**src/rtl/add_share_ctrl_pkg.sv**
```systemverilog
// Shared definitions for the add_share_ctrl block: default sizing constants,
// the controller state encoding and a width helper used for requester IDs
// and the latency counter.
package add_share_pkg;

    localparam int DEF_N_REQ   = 4;
    localparam int DEF_WIDTH   = 16;
    localparam int DEF_ADD_LAT = 1;

    typedef enum logic [1:0] {
        ST_IDLE = 2'd0,
        ST_WAIT = 2'd1,
        ST_RESP = 2'd2
    } state_e;

    // Bits needed to index n items, never less than one so that
    // single-value fields still have a legal declaration.
    function automatic int clog2w(input int n);
        int r;
        r = 0;
        for (int i = 0; i < 31; i++) begin
            if ((32'sd1 <<< i) < n) begin
                r = i + 1;
            end
        end
        if (r < 1) begin
            r = 1;
        end
        return r;
    endfunction

endpackage

```
**src/rtl/add_share_ctrl_if.sv**
```systemverilog
// Bus bundle for add_share_ctrl: requester handshake, shared-adder operand
// and result lines, and the response handshake.
//   master : the controller (drives req_ready, add_a/add_b, rsp_*)
//   slave  : the surroundings (requesters, adder, response consumer)
interface add_share_ctrl_if
    import add_share_pkg::*;
#(
    parameter int N_REQ = DEF_N_REQ,
    parameter int WIDTH = DEF_WIDTH
);
    localparam int IDW = clog2w(N_REQ);

    logic [N_REQ-1:0]       req_valid;
    logic [N_REQ*WIDTH-1:0] req_a;
    logic [N_REQ*WIDTH-1:0] req_b;
    logic [N_REQ-1:0]       req_ready;

    logic [WIDTH-1:0]       add_a;
    logic [WIDTH-1:0]       add_b;
    logic [WIDTH-1:0]       add_sum;
    logic                   add_cout;

    logic                   rsp_valid;
    logic [IDW-1:0]         rsp_id;
    logic [WIDTH-1:0]       rsp_sum;
    logic                   rsp_cout;
    logic                   rsp_ready;

    modport master (
        input  req_valid, req_a, req_b, add_sum, add_cout, rsp_ready,
        output req_ready, add_a, add_b, rsp_valid, rsp_id, rsp_sum, rsp_cout
    );

    modport slave (
        output req_valid, req_a, req_b, add_sum, add_cout, rsp_ready,
        input  req_ready, add_a, add_b, rsp_valid, rsp_id, rsp_sum, rsp_cout
    );

endinterface

```
**src/rtl/add_share_ctrl_rr_arbiter.sv**
```systemverilog
// Combinational round-robin search: returns the first set bit of req starting
// at index ptr and wrapping modulo N_REQ.
//   req          : request vector
//   ptr          : highest-priority index this cycle
//   grant_onehot : one-hot winner (all zero when nothing requests)
//   grant_idx    : winner index (zero when nothing requests)
//   any          : at least one request present
module rr_arbiter
    import add_share_pkg::*;
#(
    parameter int N_REQ = DEF_N_REQ,
    parameter int IDW   = clog2w(N_REQ)
) (
    input  logic [N_REQ-1:0] req,
    input  logic [IDW-1:0]   ptr,
    output logic [N_REQ-1:0] grant_onehot,
    output logic [IDW-1:0]   grant_idx,
    output logic             any
);

    // Walk from ptr upward; the first hit wins and masks later candidates.
    always_comb begin
        int idx_s;
        idx_s        = 0;
        grant_onehot = '0;
        grant_idx    = '0;
        any          = 1'b0;
        for (int k = 0; k < N_REQ; k++) begin
            idx_s = (int'(ptr) + k) % N_REQ;
            if (!any && req[IDW'(idx_s)]) begin
                grant_onehot[IDW'(idx_s)] = 1'b1;
                grant_idx                 = IDW'(idx_s);
                any                       = 1'b1;
            end else begin
                any = any;
            end
        end
    end

endmodule

```
**src/rtl/add_share_ctrl.sv**
```systemverilog
// Round-robin controller sharing one external adder among N_REQ requesters.
// One operation at a time: grant in IDLE, hold operands for ADD_LAT edges in
// WAIT, then present the captured result in RESP until it is taken.
//   clk, rst : clock and asynchronous active-high reset
//   bus      : add_share_ctrl_if.master (request, adder and response lines)
module add_share_ctrl
    import add_share_pkg::*;
#(
    parameter int N_REQ   = DEF_N_REQ,
    parameter int WIDTH   = DEF_WIDTH,
    parameter int ADD_LAT = DEF_ADD_LAT
) (
    input  logic          clk,
    input  logic          rst,
    add_share_ctrl_if.master bus
);

    localparam int IDW   = clog2w(N_REQ);
    localparam int CNT_W = clog2w(ADD_LAT + 1);

    localparam logic [1:0] S_IDLE = ST_IDLE;
    localparam logic [1:0] S_WAIT = ST_WAIT;
    localparam logic [1:0] S_RESP = ST_RESP;

    logic [1:0]       state_r;
    logic [IDW-1:0]   rr_ptr_r;
    logic [IDW-1:0]   id_r;
    logic [CNT_W-1:0] cnt_r;

    logic [N_REQ-1:0] grant_onehot_s;
    logic [IDW-1:0]   grant_idx_s;
    logic             any_s;
    logic [IDW-1:0]   next_ptr_s;
    logic [WIDTH-1:0] sel_a_s;
    logic [WIDTH-1:0] sel_b_s;

    rr_arbiter #(
        .N_REQ (N_REQ),
        .IDW   (IDW)
    ) u_arb (
        .req          (bus.req_valid),
        .ptr          (rr_ptr_r),
        .grant_onehot (grant_onehot_s),
        .grant_idx    (grant_idx_s),
        .any          (any_s)
    );

    // Winner's operands and the pointer value just past the winner.
    always_comb begin
        sel_a_s = bus.req_a[int'(grant_idx_s)*WIDTH +: WIDTH];
        sel_b_s = bus.req_b[int'(grant_idx_s)*WIDTH +: WIDTH];
        if (int'(grant_idx_s) == (N_REQ - 1)) begin
            next_ptr_s = '0;
        end else begin
            next_ptr_s = grant_idx_s + 1'b1;
        end
    end

    // Grant is only offered in IDLE; reset is folded in so req_ready reads
    // zero for the whole time rst is held, even with requests pending.
    always_comb begin
        if ((state_r == S_IDLE) && !rst) begin
            bus.req_ready = grant_onehot_s;
        end else begin
            bus.req_ready = '0;
        end
    end

    // Controller state, operand registers and captured response.
    always_ff @(posedge clk or posedge rst) begin
        if (rst) begin
            state_r       <= S_IDLE;
            rr_ptr_r      <= '0;
            id_r          <= '0;
            cnt_r         <= '0;
            bus.add_a     <= '0;
            bus.add_b     <= '0;
            bus.rsp_valid <= 1'b0;
            bus.rsp_id    <= '0;
            bus.rsp_sum   <= '0;
            bus.rsp_cout  <= 1'b0;
        end else begin
            case (state_r)
                S_IDLE: begin
                    // any_s implies the granted requester's valid is high,
                    // so this is the accept edge.
                    if (any_s) begin
                        bus.add_a <= sel_a_s;
                        bus.add_b <= sel_b_s;
                        id_r      <= grant_idx_s;
                        rr_ptr_r  <= next_ptr_s;
                        cnt_r     <= CNT_W'(ADD_LAT);
                        state_r   <= S_WAIT;
                    end
                end
                S_WAIT: begin
                    if (cnt_r != '0) begin
                        cnt_r <= cnt_r - 1'b1;
                    end else begin
                        bus.rsp_sum   <= bus.add_sum;
                        bus.rsp_cout  <= bus.add_cout;
                        bus.rsp_id    <= id_r;
                        bus.rsp_valid <= 1'b1;
                        state_r       <= S_RESP;
                    end
                end
                S_RESP: begin
                    if (bus.rsp_ready) begin
                        bus.rsp_valid <= 1'b0;
                        state_r       <= S_IDLE;
                    end
                end
                default: begin
                    state_r <= S_IDLE;
                end
            endcase
        end
    end

endmodule

```
**src/flat_wrapper.sv**
```systemverilog
// flat-port wrapper written by rule: the top's interface ports become plain ports
module add_share_ctrl_flat import add_share_pkg::*;
#(
    parameter int N_REQ   = DEF_N_REQ,
    parameter int WIDTH   = DEF_WIDTH,
    parameter int ADD_LAT = DEF_ADD_LAT
)
  (clk, rst, bus_req_valid, bus_req_a, bus_req_b, bus_add_sum, bus_add_cout, bus_rsp_ready, bus_req_ready, bus_add_a, bus_add_b, bus_rsp_valid, bus_rsp_id, bus_rsp_sum, bus_rsp_cout);
  add_share_ctrl_if #(.N_REQ(N_REQ), .WIDTH(WIDTH)) bus_i ();
  input  logic clk;
  input  logic rst;
  input wire logic [$bits(bus_i.req_valid)-1:0] bus_req_valid;
  input wire logic [$bits(bus_i.req_a)-1:0] bus_req_a;
  input wire logic [$bits(bus_i.req_b)-1:0] bus_req_b;
  input wire logic [$bits(bus_i.add_sum)-1:0] bus_add_sum;
  input wire logic [$bits(bus_i.add_cout)-1:0] bus_add_cout;
  input wire logic [$bits(bus_i.rsp_ready)-1:0] bus_rsp_ready;
  output wire logic [$bits(bus_i.req_ready)-1:0] bus_req_ready;
  output wire logic [$bits(bus_i.add_a)-1:0] bus_add_a;
  output wire logic [$bits(bus_i.add_b)-1:0] bus_add_b;
  output wire logic [$bits(bus_i.rsp_valid)-1:0] bus_rsp_valid;
  output wire logic [$bits(bus_i.rsp_id)-1:0] bus_rsp_id;
  output wire logic [$bits(bus_i.rsp_sum)-1:0] bus_rsp_sum;
  output wire logic [$bits(bus_i.rsp_cout)-1:0] bus_rsp_cout;
  assign bus_i.req_valid = bus_req_valid;
  assign bus_i.req_a = bus_req_a;
  assign bus_i.req_b = bus_req_b;
  assign bus_i.add_sum = bus_add_sum;
  assign bus_i.add_cout = bus_add_cout;
  assign bus_i.rsp_ready = bus_rsp_ready;
  assign bus_req_ready = bus_i.req_ready;
  assign bus_add_a = bus_i.add_a;
  assign bus_add_b = bus_i.add_b;
  assign bus_rsp_valid = bus_i.rsp_valid;
  assign bus_rsp_id = bus_i.rsp_id;
  assign bus_rsp_sum = bus_i.rsp_sum;
  assign bus_rsp_cout = bus_i.rsp_cout;
  add_share_ctrl #(.N_REQ(N_REQ), .WIDTH(WIDTH), .ADD_LAT(ADD_LAT)) u_core (.clk(clk), .rst(rst), .bus(bus_i));
endmodule
```
**config.mk**
```make
export PLATFORM = sky130hd
export DESIGN_NAME = add_share_ctrl_flat
export DESIGN_NICKNAME = d
export VERILOG_FILES = /design/src/rtl/add_share_ctrl_pkg.sv /design/src/rtl/add_share_ctrl_if.sv /design/src/rtl/add_share_ctrl_rr_arbiter.sv /design/src/rtl/add_share_ctrl.sv /design/src/flat_wrapper.sv
export SDC_FILE = /design/constraint.sdc
export NUM_CORES = 1
export LEC_CHECK = 0
export CORE_MARGIN = 2
export CORE_UTILIZATION = 40
export CTS_CLUSTER_DIAMETER = 120
export DETAILED_ROUTE_END_ITERATION = 6
export PLACE_DENSITY = 0.79
export SLEW_MARGIN = 0
export SYNTH_ARGS = -nofsm -noshare
export SYNTH_HDL_FRONTEND = slang
export SYNTH_SLANG_ARGS = --single-unit
```
**constraint.sdc**
```tcl
create_clock -name clk -period 3.6 [get_ports clk]
set_input_delay 0.72 -clock clk [delete_from_list [all_inputs] [get_ports clk]]
set_output_delay 0.72 -clock clk [all_outputs]
set_load 0.05 [all_outputs]
```
; After elaboration in Yosys (flattened, before gate mapping)
; Index checks and enable logic that the tools add are counted.
[totals]
ff_bits = 59
inputBits = 152
out_inout_bits = 56
[classes]
n_addsub = 5
n_lt_le_gt_ge = 8
n_eq_ne = 6
shifts = 2
n_mux = 44
n_bitwise = 4
reduce_logical = 20
[op_table]
columns = operator, count
row1 = 64-bit by 7-bit variable part select with 16-bit output, 2
row2 = 1-bit two-way mux, 20
row3 = 4-bit two-way mux, 5
row4 = 2-bit by 4-bit less-than comparator with 1-bit output (second input constant), 4
row5 = 2-bit two-way mux, 8
row6 = 4-bit bitwise OR, 3
row7 = 1-bit binary-select mux with 2-bit select, 4
row8 = 1-bit demux with 2-bit select, 4
row9 = 2-bit by 1-bit greater-or-equal comparator with 1-bit output (second input constant), 4
row10 = 1-bit logical AND, 8
row11 = 2-bit one-hot mux with 3 select lines, 1
row12 = 2-bit AND reduction, 3
row13 = 3-bit AND reduction, 2
row14 = 2-bit by 1-bit adder with 2-bit output (second input constant), 2
row15 = 2-bit adder (second input constant), 2
row16 = 2-bit by 1-bit == test with 1-bit output (second input constant), 2
row17 = 1-bit logical NOT, 4
row18 = 2-bit inequality test (second input constant), 2
row19 = 1-bit one-hot mux with 2 select lines, 2
row20 = 2-bit nonzero test, 2
row21 = 2-bit == test (second input constant), 1
row22 = 2-bit logical NOT, 1
row23 = 2-bit by 1-bit inequality test with 1-bit output (second input constant), 1
row24 = 1-bit inverter, 1
row25 = 1-bit subtractor (second input constant), 1

; Logic depth before layout (Yosys ltp)
; Gate-level depths: netlist of run 1.
[depth]
depth_word = 15
ltp_mapped = 12

; Cells and area by module
; From an unflattened synthesis of run 1, not the netlist that was laid out.
[hier_totals]
cells_unflattened = 323
hier_area_um2 = 3769.9
[modules_own_cells]
columns = module, instances, cells_per_inst, area_per_inst_um2, seq_area_each_um2
row1 = add_share_ctrl, 1, 261, 3238.1, 1476.4
row2 = rr_arbiter, 1, 62, 531.8, 0.0

; Worst setup path after synthesis of run 1
; No wires, ideal clock.
[synth_path]
path_type = register -> output
start = register u_core.rr_ptr_r[0]
end = output port bus_req_ready[0]
t_arrival_ns = 3.449
required_ns = 2.880
setup_slack_ns = -0.569
stages_incl_launch_ff = 12
n_path_buf = 4
cell_sequence = dfrtp_1 buf_2 inv_1 clkbuf_1 clkbuf_1 ha_1 mux4_2 nor2b_2 clkbuf_1 a221o_1 o21ai_0 a21oi_1
[synth_between]
elab_chain_len = 14
elab_cells_between_ends = 52
[synth_lines]
columns = element, line_no
row1 = "start, declared", add_share_ctrl.sv:26  ; logic [IDW-1:0] rr_ptr_r;
row2 = "start signal, assigned", add_share_ctrl.sv:91  ; rr_ptr_r <= next_ptr_s;
row3 = branches (longest 12 deep; another with 2-bit by 4-bit less-than comparator with 1-bit output), n/a
row4 = 4-bit two-way mux *, add_share_ctrl_rr_arbiter.sv:30  ; if (!any && req[IDW'(idx_s)]) begin
row5 = 4-bit two-way mux *, add_share_ctrl.sv:62  ; if ((state_r == S_IDLE) && !rst) begin
row6 = "end, declared", flat_wrapper.sv:18  ; output wire logic [$bits(bus_i.req_ready)-1:0] bus_req_ready;
; Mark *: on every way between the ends. The select of a mux whose other input is x is not followed.

; Worst setup path in the final report of run 1
[layout_path]
start = input port bus_req_valid[2]
end = output port bus_req_ready[1]
[layout_between]
elab_chain_len = 14
elab_cells_between_ends = 29
[layout_lines]
columns = element, line_no
row1 = "start, declared", flat_wrapper.sv:12  ; input wire logic [$bits(bus_i.req_valid)-1:0] bus_req_valid;
row2 = 1-bit binary-select mux with 2-bit select, add_share_ctrl_rr_arbiter.sv:30
row3 = 1-bit two-way mux (implied by the code) (2 in series), add_share_ctrl_rr_arbiter.sv:30
row4 = 1-bit two-way mux, add_share_ctrl_rr_arbiter.sv:30
row5 = 1-bit logical NOT, add_share_ctrl_rr_arbiter.sv:30
row6 = 1-bit logical AND, add_share_ctrl_rr_arbiter.sv:30
row7 = 1-bit two-way mux, add_share_ctrl_rr_arbiter.sv:30
row8 = 1-bit logical NOT, add_share_ctrl_rr_arbiter.sv:30
row9 = 1-bit logical AND, add_share_ctrl_rr_arbiter.sv:30
row10 = 1-bit two-way mux, add_share_ctrl_rr_arbiter.sv:30
row11 = 1-bit logical NOT, add_share_ctrl_rr_arbiter.sv:30
row12 = 1-bit logical AND, add_share_ctrl_rr_arbiter.sv:30
row13 = 4-bit two-way mux *, add_share_ctrl_rr_arbiter.sv:30
row14 = 4-bit two-way mux *, add_share_ctrl.sv:62
; Every way passes the cells marked *; elsewhere a longest branch is shown, timed or not. The select of a mux whose other input is x is not followed.

==> results.yml, run 1 <==
status:
  status: "finished clean"
cells_and_area:
  area_growth_pct: 51.87
  layout-drive-gt1-share_pct: 10.88
  final_util_pct: 62.28
  antenna_cells: 0
  nNetsFinal: 927
  multi_input_area_um2: 3097
  ff_latch_area_um2: 1476
  fillers: 997
synthesis:
  async_flop_share_pct: 100.0
  synth.most_common_cell: "o21ai_0"
  synth_common_cells: "o21ai_0 (66), a31oi_1 (65), clkbuf_1 (63)"
  synth_edf_count: 0
  syn_area_um2: 4926
  ys_seq_elements: 59
  syn_area_per_cell_um2: 8.183
  synth_top_area_share_pct: 29.97
  ys_warn_count: 0
  synth_ff_type: "dfrtp_1"
  synth_area_leaders: "dfrtp_1 (30%), a31oi_1 (8.3%), o21ai_0 (6.7%)"
  syn_nets: 762
  yosysUniqueCellTypes: 35
  yosysTopAreaCell: "dfrtp_1"
  syn-instance-count: 602
  seq_area_frac_synth_pct: 29.97
worst_setup_path:
  r2r-end: "u_core.bus.add_b[13]"
  worstPathMaxFanout: 9
  crit_type: "in2out"
  worst-r2r-cell-count: 7
  cp.required_ns: 2.88
  critical_path_arrival_ns: 2.73
  r2r_slack_ns: 0.76
  cp-start-kind: "primary input"
  cp-end-kind: "output port"
  rr_startpoint: "u_core.rr_ptr_r[0]"
placed_design:
  gp_congestion: 0.8598
  portBuffers: 207
  hpwlAfterDp_mm: 12.68
routing:
  ant_nets: 0
  firstDrtPassIters: 5
  vias_per_cell: 6.435
  drcViolationCount: 0
  drtIter0Drc: 646
  wl_per_cell_um: 20.48
  drt_wl_total_mm: 18.82
  vias: 5914
job:
  cap_viol_max_count: 0
die:
  dieArea_um2: 13220
  die_w_um: 115.0
  core-area_um2: 12010
  io_pins: 208
  num_rows: 40
  die_y_um: 115.0
  start_util_pct: 41.01
cts:
  clock_latency_ns: 0.34
  ctsHtreeMaxLevel: 3
  numCtsBuffers: 9
  clockRootBuffer: "clkbuf_16"
  clk_pin_slew_ns: 0.06
  cts_sinks: 59
  cts_tree: "done"
  cts_hold_buf: 0
  cts_buffer_depth: 2
  cts_setup_buffers: 0
  cts_resized: 0
sta:
  setup_viol: 0
  hold_viol_final: 0
  tightest_slew_ns: 0.7989
  rsz0062_at_grt: "false"
  maxSlewViolCount: 0
  skew_ns: 0.006593
  finalSetupTns_ns: 0
  period_needed_ns: 3.454
  timing.fmax_mhz: 289.5
  post-route-period-util_pct: 95.95
  relSlewSlack_pct: 46.74
global_route:
  grt_pass1_vias: 5770
  antenna_found_initial: 0
  grt.overflow.total: 0
  grtUsageTotal_pct: 27.97
  grt_max_degree: 69
  grt_pass1_wl_mm: 29.40
hold_path:
  hold_end: "u_core.id_r[1]"
  hp-class: "reg2reg"
  holdPathStages: 2
  hold_path.startpoint: "u_core.id_r[1]"
power:
  vdd_drop_max_mv: 0.4856
  leakage_nw: 2.868
  power_density_nw_per_um2: 966.5
==> critical path: stages <==
cell and delay, ns:
clkdlybuf4s50_1 0.55, mux4_2 0.63, nor2b_4 0.19, a221o_1 0.15
o21ai_0 0.13, a21oi_4 0.14, buf_4 0.21
==> through the flow <==
stage	instance area [µm²]	cells	power [mW]	setup WS [ns]	hold WS, ns
6_report	7481	919	7.231	0.1457	0.4955
5_1_grt	7481	919	7.641	0.03315	0.5250
4_1_cts	7481	919	7.187	0.1532	0.4948
3_3_place_gp	7178	903	6.108	0.1723	0.4647
3_5_place_dp	7178	903	6.281	0.1485	0.4819
2_1_floorplan	4995	602	4.759	0.07681	0.4429
==> state kept, by name, summed over array words and instances, names as in the netlist <==
name,flops
u_core.bus.add_a,16
u_core.bus.add_b,16
u_core.bus.rsp_sum,16
u_core.bus.rsp_id,2
u_core.id_r,2
u_core.rr_ptr_r,2
u_core.state_r,2
u_core.bus.rsp_cout,1
u_core.bus.rsp_valid,1
u_core.cnt_r,1
==> where the power goes <==
| group | internal (mW) | switching [mW] | leakage (nW) |
|---|---|---|---|
| sequential | 1.01 | 0.206 | 0.712 |
| combinational | 1.86 | 3.27 | 2.02 |
| clock | 0.539 | 0.346 | 0.134 |
| total | 3.41 | 3.82 | 2.87 |
==> cell usage in the layout (no fill, tap or decap), types with 2 or more instances in the layout <==
cell type / netlist / layout
o2111ai_1: 34 / 34
dfrtp_1: 59 / 59
buf_12: 0 / 2
mux2i_1: 5 / 4
nor2_1: 10 / 9
o211a_1: 2 / 2
nor3b_1: 2 / 2
a221o_1: 2 / 2
a21oi_1: 5 / 2
mux2_2: 20 / 20
nand3_1: 39 / 38
clkdlybuf4s50_1: 0 / 203
nand2b_1: 3 / 2
nand2_1: 43 / 43
clkbuf_16: 0 / 9
o21ai_0: 66 / 66
a32o_1: 32 / 32
a31oi_1: 65 / 65
a21oi_4: 0 / 3
and3b_1: 2 / 2
o211ai_1: 35 / 35
and4_1: 32 / 32
buf_4: 0 / 27
inv_1: 38 / 36
mux4_2: 3 / 3
a41oi_4: 0 / 2
ha_1: 8 / 8
clkinvlp_4: 0 / 5
o21ai_1: 7 / 6
a21o_1: 2 / 2
==> layer usage <==
| metal | share of wire, % | GRT usage [%] | vias to the layer above |
|---|---|---|---|
| met5 | 0 | 0 | - |
| met4 | 3.9 | 14.70 | 0 |
| met3 | 6.7 | 4.639 | 62 |
| met2 | 48 | 45.92 | 310 |
| met1 | 42 | 35.42 | 2849 |
| li1 | - | - | 2693 |
==> kinds of logic after synthesis <==
group / count (synthesis) / share of synthesized area (%)
AOI/OAI and AO/OA: 256 / 36.17
and+or+nand+nor: 135 / 15.39
DFF: 59 / 29.97
muxes: 28 / 6.960
buffers and inverters: 116 / 9.474
adders and majority gates: 8 / 2.032
==> worst max-delay path by stage <==
stage                        from              endpoint  slack, ns
2_1_floorplan  u_core.rr_ptr_r[0]      bus_req_ready[0]       0.08
3_3_place_gp     bus_req_valid[3]   u_core.bus.add_a[5]       0.17
3_5_place_dp     bus_req_valid[3]  u_core.bus.add_a[10]       0.15
4_1_cts          bus_req_valid[2]      bus_req_ready[1]       0.15
5_1_grt          bus_req_valid[2]      bus_req_ready[1]       0.03
6_report         bus_req_valid[2]      bus_req_ready[1]       0.15
==> final cells by class <==
cell class	instances	area share, %
Clock buffer	9	3.011
Clock inverter	7	1.037
Multi-Input combinational cell	427	41.39
Tap cell	147	2.459
Sequential cell	59	19.74
Timing Repair Buffer	232	30.41
Inverter	38	1.957
No activity file was read; power rests on OpenSTA's default activity.
==> run 2: changes to the inputs <==
--- a/config.mk
+++ b/config.mk
@@ -5,10 +5,12 @@
 export SDC_FILE = /design/constraint.sdc
 export NUM_CORES = 1
 export LEC_CHECK = 0
+export CORE_ASPECT_RATIO = 0.75
 export CORE_MARGIN = 2
 export CORE_UTILIZATION = 40
 export CTS_CLUSTER_DIAMETER = 120
 export DETAILED_ROUTE_END_ITERATION = 6
+export GPL_ROUTABILITY_DRIVEN = 0
 export PLACE_DENSITY = 0.79
 export SLEW_MARGIN = 0
 export SYNTH_ARGS = -nofsm -noshare
==> run 2 against run 1 <==
  * Hold slack better by 0.0073 ns
  * Core utilization is 0.18 points lower
  * Routed wire length is 2.5% lower
  * Largest power group unchanged
  * Non-clock buffer count is 1 lower
  * Setup slack worse by 0.029 ns
  * Die area hardly changed
==> results.yml, run 2 (same netlist as run 1, synthesis figures left out) <==
sta:
  post-route-period-util_pct: 96.75
  timing.fmax_mhz: 287.1
  finalSetupTns_ns: 0
  skew_ns: 0.006012
  period_needed_ns: 3.483
  setup_viol: 0
  tightest_slew_ns: 0.7840
  relSlewSlack_pct: 47.73
  maxSlewViolCount: 0
  rsz0062_at_grt: "false"
  hold_viol_final: 0
cts:
  ctsHtreeMaxLevel: 3
  cts_hold_buf: 0
  clockRootBuffer: "clkbuf_16"
  clk_pin_slew_ns: 0.06
  clock_latency_ns: 0.32
  numCtsBuffers: 9
  cts_buffer_depth: 2
  cts_setup_buffers: 0
  cts_resized: 0
  cts_sinks: 59
  cts_tree: "done"
global_route:
  antenna_found_initial: 0
  grt_pass1_vias: 5575
  grt_max_degree: 69
  grt_pass1_wl_mm: 29.73
  grtUsageTotal_pct: 27.72
  grt.overflow.total: 0
die:
  die_y_um: 100.1
  die_w_um: 132.1
  dieArea_um2: 13230
  num_rows: 35
  core-area_um2: 12130
  start_util_pct: 40.61
  io_pins: 208
worst_setup_path:
  rr_startpoint: "u_core.rr_ptr_r[0]"
  crit_type: "in2out"
  setup.worst_path.end: "bus_req_ready[0]"
  r2r-end: "u_core.bus.add_b[14]"
  cp-startpoint: "bus_req_valid[0]"
  r2r_slack_ns: 0.56
  critical_path_arrival_ns: 2.76
  worst-r2r-cell-count: 7
  cp-start-kind: "primary input"
  worstPathMaxFanout: 10
  cp.required_ns: 2.88
  cp-end-kind: "output port"
cells_and_area:
  antenna_cells: 0
  area_growth_pct: 52.93
  top_regs: "u_core.bus.add_a x16, u_core.bus.add_b x16, u_core.bus.rsp_sum x16"
  layout-drive-gt1-share_pct: 10.77
  mostFrequentLayoutCell: "clkdlybuf4s50_1"
  layout_common_cells: "clkdlybuf4s50_1 (203), o21ai_0 (66), a31oi_1 (65)"
  nNetsFinal: 926
  final_util_pct: 62.10
power:
  swShare_pct: 52.45
  vdd_drop_max_mv: 0.4038
  power_frac_seq_pct: 16.9
  leakage_nw: 2.880
  p_sw_mw: 3.803
  p_clk_share_pct: 12.1
  power_frac_comb_pct: 71.0
  power_density_nw_per_um2: 962.5
  internal-power_mw: 3.448
routing:
  wl_per_cell_um: 19.59
  vias_per_cell: 6.234
  firstDrtPassIters: 5
  drcViolationCount: 0
  ant_nets: 0
  drtIter0Drc: 569
  vias: 5841
  drt_wl_total_mm: 18.36
placed_design:
  hpwlAfterDp_mm: 12.65
  portBuffers: 207
hold_path:
  hp-class: "reg2reg"
job:
  cap_viol_max_count: 0
status:
  status: "finished clean"
[run 2: cell count changes in the layout (fill, tap and decap cells not counted)]
cell,before,now
buf_4,27,23
buf_12,2,5
clkinvlp_4,5,3
clkinv_2,0,1
clkinv_4,1,2
[run 2: per-layer routing]
| layer | global-route usage (%) | up-vias | part of all wire (%) |
|---|---|---|---|
| met5 | 0 | - | 0 |
| met4 | 6.689 | 0 | 1.7 |
| met3 | 4.192 | 24 | 7.8 |
| met2 | 45.67 | 304 | 47 |
| met1 | 38.60 | 2828 | 44 |
| li1 | - | 2685 | - |
[run 2: critical path: stages]
cell and delay [ns]:
clkdlybuf4s50_1 0.60, mux4_2 0.63, nor2b_4 0.19, a221o_1 0.15, o21ai_0 0.13, a21oi_4 0.18, buf_12 0.15
[run 2: stage by stage]
stage | cell area [µm²] | hold WS (ns) | cells | worst slack (ns) | power (mW)
after floorplan | 4995 | 0.4429 | 602 | 0.07681 | 4.759
after global placement | 7232 | 0.4715 | 921 | 0.2374 | 6.183
after detailed placement | 7232 | 0.4809 | 921 | 0.1422 | 6.316
after CTS | 7533 | 0.4936 | 937 | 0.1402 | 7.220
after global routing | 7533 | 0.5225 | 937 | 0.01200 | 7.706
final | 7533 | 0.5028 | 937 | 0.1170 | 7.251
[run 2: power by group through the flow]
stage | logic, mW | clock network (mW) | registers, mW
CTS | 5.11 | 0.886 | 1.22
global placement | 4.97 | 0 | 1.21
floorplan | 2.58 | 0 | 2.18
detailed placement | 5.09 | 0 | 1.23
global route | 5.52 | 0.919 | 1.26
finish | 5.15 | 0.879 | 1.22
[run 2: how the worst min path moves through the flow]
stage	slack, ns	from	cells past startpoint	to
after floorplan	0.44	u_core.id_r[1]	2	u_core.id_r[1]
after global routing	0.52	u_core.bus.rsp_sum[12]	1	u_core.bus.rsp_sum[12]
final	0.50	u_core.id_r[0]	2	u_core.id_r[0]
after detailed placement	0.48	u_core.id_r[1]	2	u_core.id_r[1]
after CTS	0.49	u_core.id_r[1]	2	u_core.id_r[1]
after global placement	0.47	u_core.id_r[0]	2	u_core.id_r[0]
[run 2: final cells by class]
| cell class | instances | area (µm²) |
|---|---|---|
| inverter | 38 | 146.4 |
| clock inverter | 7 | 76.32 |
| multi-input combinational | 427 | 3097 |
| timing repair buffer | 231 | 2305 |
| clock buffer | 9 | 225.2 |
| fill | 1008 | 4597 |
| sequential | 59 | 1476 |
| tap | 166 | 207.7 |
